`config.mk`:
```
export PLATFORM = sky130hd
export DESIGN_NAME = sseg_frame_decode
export DESIGN_NICKNAME = d
export VERILOG_FILES = /design/src/rtl/sseg_pkg.sv /design/src/rtl/sseg_char_dec.sv /design/src/rtl/sseg_frame_decode.sv
export SDC_FILE = /design/constraint.sdc
export NUM_CORES = 1
export LEC_CHECK = 0
export CORE_UTILIZATION = 34
export CTS_CLUSTER_DIAMETER = 30
export DETAILED_ROUTE_END_ITERATION = 16
export SETUP_SLACK_MARGIN = 0.4
export SYNTH_ARGS = -nofsm -noshare
export SYNTH_HDL_FRONTEND = slang
export SYNTH_HIERARCHICAL = 1
export SYNTH_SLANG_ARGS = --single-unit
```
`constraint.sdc`:
```
create_clock -name clk -period 8.7 [get_ports clk]
set_clock_uncertainty 0.05 [all_clocks]
set_input_delay 1.305 -clock clk [delete_from_list [all_inputs] [get_ports clk]]
set_output_delay 1.305 -clock clk [all_outputs]
set_load 0.01 [all_outputs]
```
`src/rtl/sseg_pkg.sv`:
```
// Shared constants, state encoding and helpers for the seven-segment frame decoder.
package sseg_pkg;

    localparam logic [7:0] SEG_0     = 8'h03;
    localparam logic [7:0] SEG_1     = 8'h9F;
    localparam logic [7:0] SEG_2     = 8'h25;
    localparam logic [7:0] SEG_3     = 8'h0D;
    localparam logic [7:0] SEG_4     = 8'h99;
    localparam logic [7:0] SEG_5     = 8'h49;
    localparam logic [7:0] SEG_6     = 8'h41;
    localparam logic [7:0] SEG_7     = 8'h1F;
    localparam logic [7:0] SEG_8     = 8'h01;
    localparam logic [7:0] SEG_9     = 8'h09;
    localparam logic [7:0] SEG_DASH  = 8'hFD;
    localparam logic [7:0] SEG_BLANK = 8'hFF;

    localparam logic [3:0] CODE_DASH  = 4'hA;
    localparam logic [3:0] CODE_BLANK = 4'hF;

    localparam logic [3:0] EN_POS3 = 4'b1110;
    localparam logic [3:0] EN_POS2 = 4'b1101;
    localparam logic [3:0] EN_POS1 = 4'b1011;
    localparam logic [3:0] EN_POS0 = 4'b0111;

    typedef enum logic [1:0] {
        COLLECT,
        CONVERT,
        HOLD
    } state_t;

    // Dash, blank and illegal positions all contribute zero to the binary value.
    function automatic logic [13:0] digit_weight(input logic [3:0] code);
        return (code <= 4'd9) ? {10'd0, code} : 14'd0;
    endfunction

endpackage

```
`src/rtl/sseg_char_dec.sv`:
```
// Combinational decode of one active-low segment pattern into a digit code, illegal flag and dp.
module sseg_char_dec
    import sseg_pkg::*;
(
    input  logic [7:0] ssegs,
    output logic [3:0] code,
    output logic       illegal,
    output logic       dp
);

    logic [7:0] pattern;

    // The dp bit is forced off so the decimal point never changes the character.
    assign pattern = {ssegs[7:1], 1'b1};
    assign dp      = ~ssegs[0];

    always_comb begin
        code    = CODE_BLANK;
        illegal = 1'b0;
        case (pattern)
            SEG_0:     code = 4'd0;
            SEG_1:     code = 4'd1;
            SEG_2:     code = 4'd2;
            SEG_3:     code = 4'd3;
            SEG_4:     code = 4'd4;
            SEG_5:     code = 4'd5;
            SEG_6:     code = 4'd6;
            SEG_7:     code = 4'd7;
            SEG_8:     code = 4'd8;
            SEG_9:     code = 4'd9;
            SEG_DASH:  code = CODE_DASH;
            SEG_BLANK: code = CODE_BLANK;
            default:   illegal = 1'b1;
        endcase
    end

endmodule

```
`src/rtl/sseg_frame_decode.sv`:
```
// Reassembles a four-digit frame from the multiplexed display bus and converts it to binary.
// Optional SSEG_DEC_DROP_CNT_EN adds drop_cnt, counting frames lost while the output is held.
module sseg_frame_decode
    import sseg_pkg::*;
#(
    parameter int SETTLE = 4
) (
    input  logic        clk,
    input  logic        rst,
    input  logic [7:0]  ssegs,
    input  logic [3:0]  disp_en,
    input  logic        out_ready,
    output logic        out_valid,
    output logic [13:0] value,
    output logic [15:0] digits,
    output logic        neg,
    output logic        no_data,
    output logic        dp_en,
    output logic [1:0]  dp_sel,
    output logic        err
`ifdef SSEG_DEC_DROP_CNT_EN
    ,
    output logic [7:0]  drop_cnt
`endif
);

    localparam logic [7:0] SETTLE_CNT  = 8'(SETTLE);
    localparam logic [7:0] SETTLE_LAST = 8'(SETTLE - 1);

    state_t      state, state_next;
    logic [3:0]  prev_en;
    logic [7:0]  stable_cnt, cnt_eff;
    logic        pos_valid, capture, frame_done;
    logic [1:0]  pos, step;
    logic [3:0]  pos_mask, seen, ill_q, dp_q;
    logic [3:0]  code_q [4];
    logic [3:0]  ch_code;
    logic        ch_illegal, ch_dp;
    logic [13:0] acc, acc_next;

    sseg_char_dec u_char_dec (
        .ssegs   (ssegs),
        .code    (ch_code),
        .illegal (ch_illegal),
        .dp      (ch_dp)
    );

    always_comb begin
        pos_valid = 1'b1;
        pos       = 2'd0;
        case (disp_en)
            EN_POS3: pos = 2'd3;
            EN_POS2: pos = 2'd2;
            EN_POS1: pos = 2'd1;
            EN_POS0: pos = 2'd0;
            default: pos_valid = 1'b0;
        endcase
    end

    // A change of disp_en counts as the first stable cycle of the new dwell.
    assign cnt_eff    = (disp_en != prev_en) ? 8'd0 : stable_cnt;
    assign capture    = pos_valid && (cnt_eff == SETTLE_LAST);
    assign pos_mask   = 4'b0001 << pos;
    assign frame_done = capture && !seen[pos] && ((seen | pos_mask) == 4'hF);
    assign acc_next   = acc * 14'd10 + digit_weight(code_q[step]);
    assign out_valid  = (state == HOLD);

    always_ff @(posedge clk or posedge rst) begin
        if (rst) begin
            prev_en    <= 4'd0;
            stable_cnt <= 8'd0;
        end else begin
            prev_en    <= disp_en;
            stable_cnt <= (cnt_eff < SETTLE_CNT) ? cnt_eff + 8'd1 : cnt_eff;
        end
    end

    always_ff @(posedge clk or posedge rst) begin
        if (rst) state <= COLLECT;
        else     state <= state_next;
    end

    always_comb begin
        state_next = state;
        case (state)
            COLLECT: if (frame_done) state_next = CONVERT;
            CONVERT: if (step == 2'd0) state_next = HOLD;
            HOLD:    if (out_ready) state_next = COLLECT;
            default: state_next = COLLECT;
        endcase
    end

    always_ff @(posedge clk or posedge rst) begin
        if (rst) begin
            seen    <= 4'd0;
            ill_q   <= 4'd0;
            dp_q    <= 4'd0;
            step    <= 2'd0;
            acc     <= 14'd0;
            value   <= 14'd0;
            digits  <= 16'd0;
            neg     <= 1'b0;
            no_data <= 1'b0;
            dp_en   <= 1'b0;
            dp_sel  <= 2'd0;
            err     <= 1'b0;
            for (int i = 0; i < 4; i++) code_q[i] <= 4'd0;
        end else begin
            case (state)
                COLLECT: begin
                    if (capture) begin
                        code_q[pos] <= ch_code;
                        ill_q[pos]  <= ch_illegal;
                        dp_q[pos]   <= ch_dp;
                        seen        <= seen[pos] ? pos_mask : (seen | pos_mask);
                    end
                    if (frame_done) begin
                        acc  <= 14'd0;
                        step <= 2'd3;
                    end
                end
                CONVERT: begin
                    acc  <= acc_next;
                    step <= step - 2'd1;
                    // Results are published together so they stay frozen for the whole hold.
                    if (step == 2'd0) begin
                        value   <= acc_next;
                        digits  <= {code_q[3], code_q[2], code_q[1], code_q[0]};
                        neg     <= (code_q[3] == CODE_DASH) &&
                                   ((code_q[2] <= 4'd9) || (code_q[1] <= 4'd9) || (code_q[0] <= 4'd9));
                        no_data <= (code_q[3] == CODE_DASH) && (code_q[2] == CODE_DASH) &&
                                   (code_q[1] == CODE_DASH) && (code_q[0] == CODE_DASH);
                        err     <= |ill_q;
                        dp_en   <= |dp_q;
                        dp_sel  <= dp_q[3] ? 2'd3 : dp_q[2] ? 2'd2 : dp_q[1] ? 2'd1 : 2'd0;
                    end
                end
                HOLD: begin
                    if (out_ready) seen <= 4'd0;
                end
                default: ;
            endcase
        end
    end

`ifdef SSEG_DEC_DROP_CNT_EN
    always_ff @(posedge clk or posedge rst) begin
        if (rst)
            drop_cnt <= 8'd0;
        else if ((state == HOLD) && capture && (pos == 2'd0) && (drop_cnt != 8'hFF))
            drop_cnt <= drop_cnt + 8'd1;
    end
`endif

endmodule

```
==> results of run 1 <==
==> registers in the layout (all words and copies together), names as in the netlist <==
signal / count
acc: 13
code_q: 16
digits: 16
dp_en: 1
dp_q: 4
dp_sel: 2
err: 1
ill_q: 4
neg: 1
no_data: 1
prev_en: 4
seen: 4
stable_cnt: 8
state: 2
step: 2
value: 14
==> placed cells by master, fill, tap and decap left out, drive strengths merged, types with 9 or more instances in the layout <==
master         synthesis  routed
dfrtp                 93      93
clkdlybuf4s50          0      51
nand2                 45      45
mux2                  43      43
o21ai                 39      39
ha                    24      24
nor2                  18      18
inv                   17      16
xor2                  14      14
xnor2                 12      12
a21oi                 12      12
clkbuf                 8      10
nor4                  10      10
a21o                   9       9
nor3                   9       9
==> final timing paths <==
| check | startpoint | to | slack, ns | cells after the start |
|---|---|---|---|---|
| min in group asynchronous | rst | value[12] | 1.33 | 2 |
| hold reg to reg | value[9] | value[9] | 0.43 | 2 |
| max in group asynchronous | rst | stable_cnt[7] | 6.12 | 3 |
| setup / recovery | disp_en[0] | code_q[5] | 4.31 | 9 |
| hold / removal | value[9] | value[9] | 0.43 | 2 |
| setup reg to reg | acc[1] | value[13] | 5.37 | 11 |
==> worst max-delay path: stages <==
cell	delay, ns
clkdlybuf4s50_1	0.82
xor2_1	0.19
nor4_4	0.47
and2_1	0.20
ha_1	0.15
and4bb_2	0.29
nand2b_1	0.23
nor4_4	0.48
mux2_2	0.40
==> metrics by stage <==
| step | utilization (%) | std cells | hold slack (ns) | instance area [µm²] |
|---|---|---|---|---|
| after floorplan | - | 458 | 0.4038 | 5059 |
| after global placement | 39.31 | 676 | 0.4114 | 5713 |
| after detailed placement | 39.31 | 676 | 0.4191 | 5713 |
| after CTS | 41.38 | 692 | 0.4348 | 6015 |
| after global routing | 41.38 | 692 | 0.4474 | 6015 |
| final | 41.38 | 692 | 0.4261 | 6015 |
==> layer usage <==
layer	GRT usage [%]	vias up	share of wire, %
met5	0	-	0
met4	5.878	0	1.9
met3	3.388	15	3.1
met2	26.32	77	50
met1	18.72	1818	45
li1	-	1743	-
==> power breakdown <==
part           internal [mW]  switching (mW)
registers              0.434        0.000955
logic                 0.0141          0.0269
clock network          0.230           0.162
total                  0.678           0.190
==> cell type report <==
class | instances | area [µm²]
Timing Repair Buffer | 52 | 518.0
Sequential cell | 93 | 2327
Clock inverter | 6 | 62.56
Tap cell | 184 | 230.2
Multi-Input combinational cell | 330 | 2572
Inverter | 17 | 65.06
Clock buffer | 10 | 239.0
Fill cell | 1435 | 8519
==> logic make-up after synthesis <==
| family | after synthesis | share of synthesized area (%) |
|---|---|---|
| AOI/OAI and AO/OA | 95 | 12.39 |
| xor gates and xnor gates | 26 | 4.502 |
| adders and majority gates | 26 | 6.728 |
| buffers and inverters | 35 | 3.191 |
| DFF | 93 | 46.01 |
| muxes | 50 | 12.19 |
| and+or+nand+nor | 133 | 14.99 |
==> impl_metrics.yaml, run 1 <==
run_status:
  status: "completed"
routing:
  viasPerCell: 5.279
  wl_per_cell_um: 15.60
  vias: 3653
  first_iter_violations: 231
  drc_errors: 0
  wirelength_mm: 10.79
  postRouteAntennaNets: 0
  drt-pass1-iter-count: 4
logic_synthesis:
  synth_edf_count: 0
  synth_area_leader_cell: "dfrtp_1"
  synth.most_common_cell: "dfrtp_1"
  netlist_area_mm2: 0.005059
  yosys_warnings: 6
  ys_seq_elements: 93
  syn-num-nets: 499
  yosysTopAreaCellShare_pct: 46.01
  synth_cells: 458
  synth_area_leaders: "dfrtp_1, mux2_2, ha_1"
  synth_cell_types: 65
  syn_area_per_cell_um2: 11.04
  synthFlopType: "dfrtp_1"
  async_reset_ff_share_pct: 100.0
  ys_top_cells_by_count: "dfrtp_1, nand2_1, mux2_2"
  seq_area_frac_synth_pct: 46.01
timing:
  totalNegativeSetupSlack_ns: 0
  worst_slew_pin_slew_ns: 0.9880
  maxClockFrequency_ghz: 0.2279
  finalCriticalPeriod_ns: 4.387
  hold_viol: 0
  max_slew_margin_pct: 33.90
  setup_slack_ns: 4.313
  rsz0062_at_grt: "false"
  drv_slew: 0
  fin_crit_sh_pct: 50.43
  setup_violations: 0
placed_design:
  dpl.hpwl_mm: 7.823
  dp_slack_ns: 3.945
  io_buffers: 51
  gp_congestion: 0.8907
clocking:
  clk_latency_ns: 0.34
  h-tree-depth: 3
  cts_buffer_depth: 2
  cts_tree: "done"
  cts_setup_buffers: 0
  cts_root_buffer: "clkbuf_16"
  cts.sinks: 93
  ctsHoldBuffers: 0
  cts_made_buffers: 9
  ctsResizeCount: 0
  cts.clk_slew.worst_paths_ns: 0.07
floorplanning:
  die_x_um: 124.0
  core_area_mm2: 0.01453
  io_pins: 52
  rows: 44
  die_h_um: 124.0
  start_util_pct: 34.81
  die-area_mm2: 0.01537
worst_hold_path:
  hp-class: "flip-flop to flip-flop"
grt:
  grtUsageTotal_pct: 15.33
  grt_antenna_before_repair: 0
  grt_pass1_wl_mm: 18.11
  grt_pass1_vias: 3665
  grt_max_degree: 57
  grt_overflow: 0
critical_path:
  criticalPathCategory: "primary input to flip-flop"
  arrival_ns: 4.55
  start_kind: "primary input"
  end_kind: "flip-flop"
  crit_fanout: 13
  crit_required_ns: 8.87
power_and_ir_drop:
  leakage_nw: 2.769
  power.density_mw_per_mm2: 144.4
  peakVddDrop_mv: 0.1089
  p_total_mw: 0.8684
run:
  maxCapViolCount: 0
final_layout:
  drive_gt1_share_pct: 16.34
  insertedDiodeCount: 0
  area_delta_synth_final_pct: 18.90
  nNetsFinal: 544
No activity file was read; power rests on OpenSTA's default activity.
==> run 2: changes to the inputs <==
- clock period: 8.7 -> 3.65 ns (I/O delays scaled with it)
==> run 2 against run 1 <==
  * Clock-buffer cell count rose by 2
  * Global-route usage hardly changed
  * Core utilization grew 0.69 points
==> impl_metrics.yaml, run 2 (synthesized netlist as in run 1, its figures left out) <==
run_status:
  status: "completed"
clocking:
  clk_latency_ns: 0.33
  cts.sinks: 93
  cts_made_buffers: 9
  cts_root_buffer: "clkbuf_16"
  h-tree-depth: 3
  cts.clk_slew.worst_paths_ns: 0.06
  ctsHoldBuffers: 0
  cts_tree: "done"
  cts_buffer_depth: 2
floorplanning:
  rows: 44
  core_area_mm2: 0.01453
  die_x_um: 124.0
  start_util_pct: 34.81
  io_pins: 52
  die-area_mm2: 0.01537
  die_h_um: 124.0
power_and_ir_drop:
  combPwrFrac_pct: 5.0
  power.density_mw_per_mm2: 336.1
  peakVddDrop_mv: 0.2007
  p_seq_share_pct: 50.5
  p_int_mw: 1.604
  leakage_nw: 2.809
  clock_power_share_pct: 44.5
  p_switching_mw: 0.4507
  sw_frac_of_total_pct: 21.93
grt:
  grt_max_degree: 54
  grt_pass1_wl_mm: 18.11
  grt_antenna_before_repair: 0
  grt_overflow: 0
  grt_pass1_vias: 3696
  grtUsageTotal_pct: 15.35
critical_path:
  crit_fanout: 4
  end_kind: "flip-flop"
  r2r_slack_ns: 0.51
  criticalPathCategory: "flip-flop to flip-flop"
  crit_required_ns: 3.82
  arrival_ns: 3.31
  start_kind: "flip-flop"
routing:
  met2_length_mm: 5.479
  postRouteAntennaNets: 0
  m1WireLength_mm: 5.062
  wl_per_cell_um: 15.60
  drc_errors: 0
  met3WireLength_um: 284
  drt-pass1-iter-count: 4
  viasPerCell: 5.132
  wirelength_mm: 10.95
  first_iter_violations: 143
  vias: 3603
  top_layer: "met4"
final_layout:
  nNetsFinal: 554
  drive_gt1_share_pct: 18.53
  area_delta_synth_final_pct: 20.88
  top_regs: "code_q: 16 flops, digits: 16 flops, value: 14 flops"
  mostFrequentLayoutCells: "dfrtp_1, clkdlybuf4s50_1, nand2_1, mux2_2, o21ai_0"
  insertedDiodeCount: 0
  final_common_cell: "dfrtp_1"
  final_cell_area_mm2: 0.006115
timing:
  fin_crit_sh_pct: 86.11
  max_slew_margin_pct: 30.57
  worst_slew_pin_slew_ns: 1.038
  totalNegativeSetupSlack_ns: 0
  finalCriticalPeriod_ns: 3.143
  setup_slack_ns: 0.5070
  hold_viol: 0
  drv_slew: 0
  maxClockFrequency_ghz: 0.3182
  setup_violations: 0
  rsz0062_at_grt: "false"
worst_hold_path:
  hp-class: "flip-flop to flip-flop"
placed_design:
  dp_slack_ns: 0.2302
  gp_congestion: 0.8554
  dpl.hpwl_mm: 7.820
  dpl_cell_area_mm2: 0.005771
  io_buffers: 51
run:
  maxCapViolCount: 0
## run 2: changes by cell type in the layout (fill, tap and decap cells not counted), sizes merged
cell / before / now
buf: 1 / 11
clkbuf: 10 / 12
clkinv: 6 / 4
## run 2: power groups by stage
| stage | logic [mW] | registers (mW) | clock network (mW) |
|---|---|---|---|
| floorplan | 0.0668 | 1.06 | 0 |
| global placement | 0.102 | 1.06 | 0 |
| detailed placement | 0.105 | 1.06 | 0 |
| CTS | 0.105 | 1.04 | 0.940 |
| global route | 0.116 | 1.04 | 0.985 |
| finish | 0.103 | 1.04 | 0.915 |
## run 2: through the flow
step                util [%]  std cells  total power, mW  hold WS, ns
finish                 42.07        702            2.055       0.4294
global route           42.07        702            2.137       0.4615
CTS                    41.88        701            2.083       0.4381
detailed placement     39.70        682            1.162       0.4238
global placement       39.70        682            1.158       0.4108
floorplan                  -        458            1.122       0.4038
## run 2: final timing paths
path                          start        end  cells after the start
setup / recovery             acc[1]  value[13]                     11
hold / removal             value[8]   value[8]                      2
min in group asynchronous       rst  value[11]                      2
setup reg to reg             acc[1]  value[13]                     11
hold reg to reg            value[8]   value[8]                      2
max in group asynchronous       rst     acc[1]                      3
## run 2: repair_timing
action | 4_1_cts | 5_1_grt
pin swaps | 3 | 3
gates cloned | 0 | 0
resized for setup | 1 | 6
endpoints found under the setup margin | 1 | 6
setup buffers | 3 | 1
## run 2: final cells by class
class	instances	area [µm²]
Sequential cell	93	2328
Clock inverter	4	48.80
Tap cell	184	230.2
Fill cell	1390	8419
Inverter	17	65.06
Multi-Input combinational cell	330	2600
Clock buffer	12	236.5
Timing Repair Buffer	62	605.6
## run 2: metal layers
| layer | GRT usage, % | vias to the layer above |
|---|---|---|
| li1 | - | 1754 |
| met1 | 19.28 | 1792 |
| met2 | 26.42 | 49 |
| met3 | 2.839 | 8 |
| met4 | 5.208 | 0 |
| met5 | 0 | - |
## run 2: critical path, stage by stage (launching register included)
cell      delay [ns]
dfrtp_2         0.44
ha_1            0.30
ha_2            0.20
inv_1           0.06
fa_2            0.36
nor2b_2         0.15
o22ai_1         0.11
xnor2_1         0.21
nand4b_1        0.19
or3_4           0.44
o31a_1          0.25
o31a_1          0.28
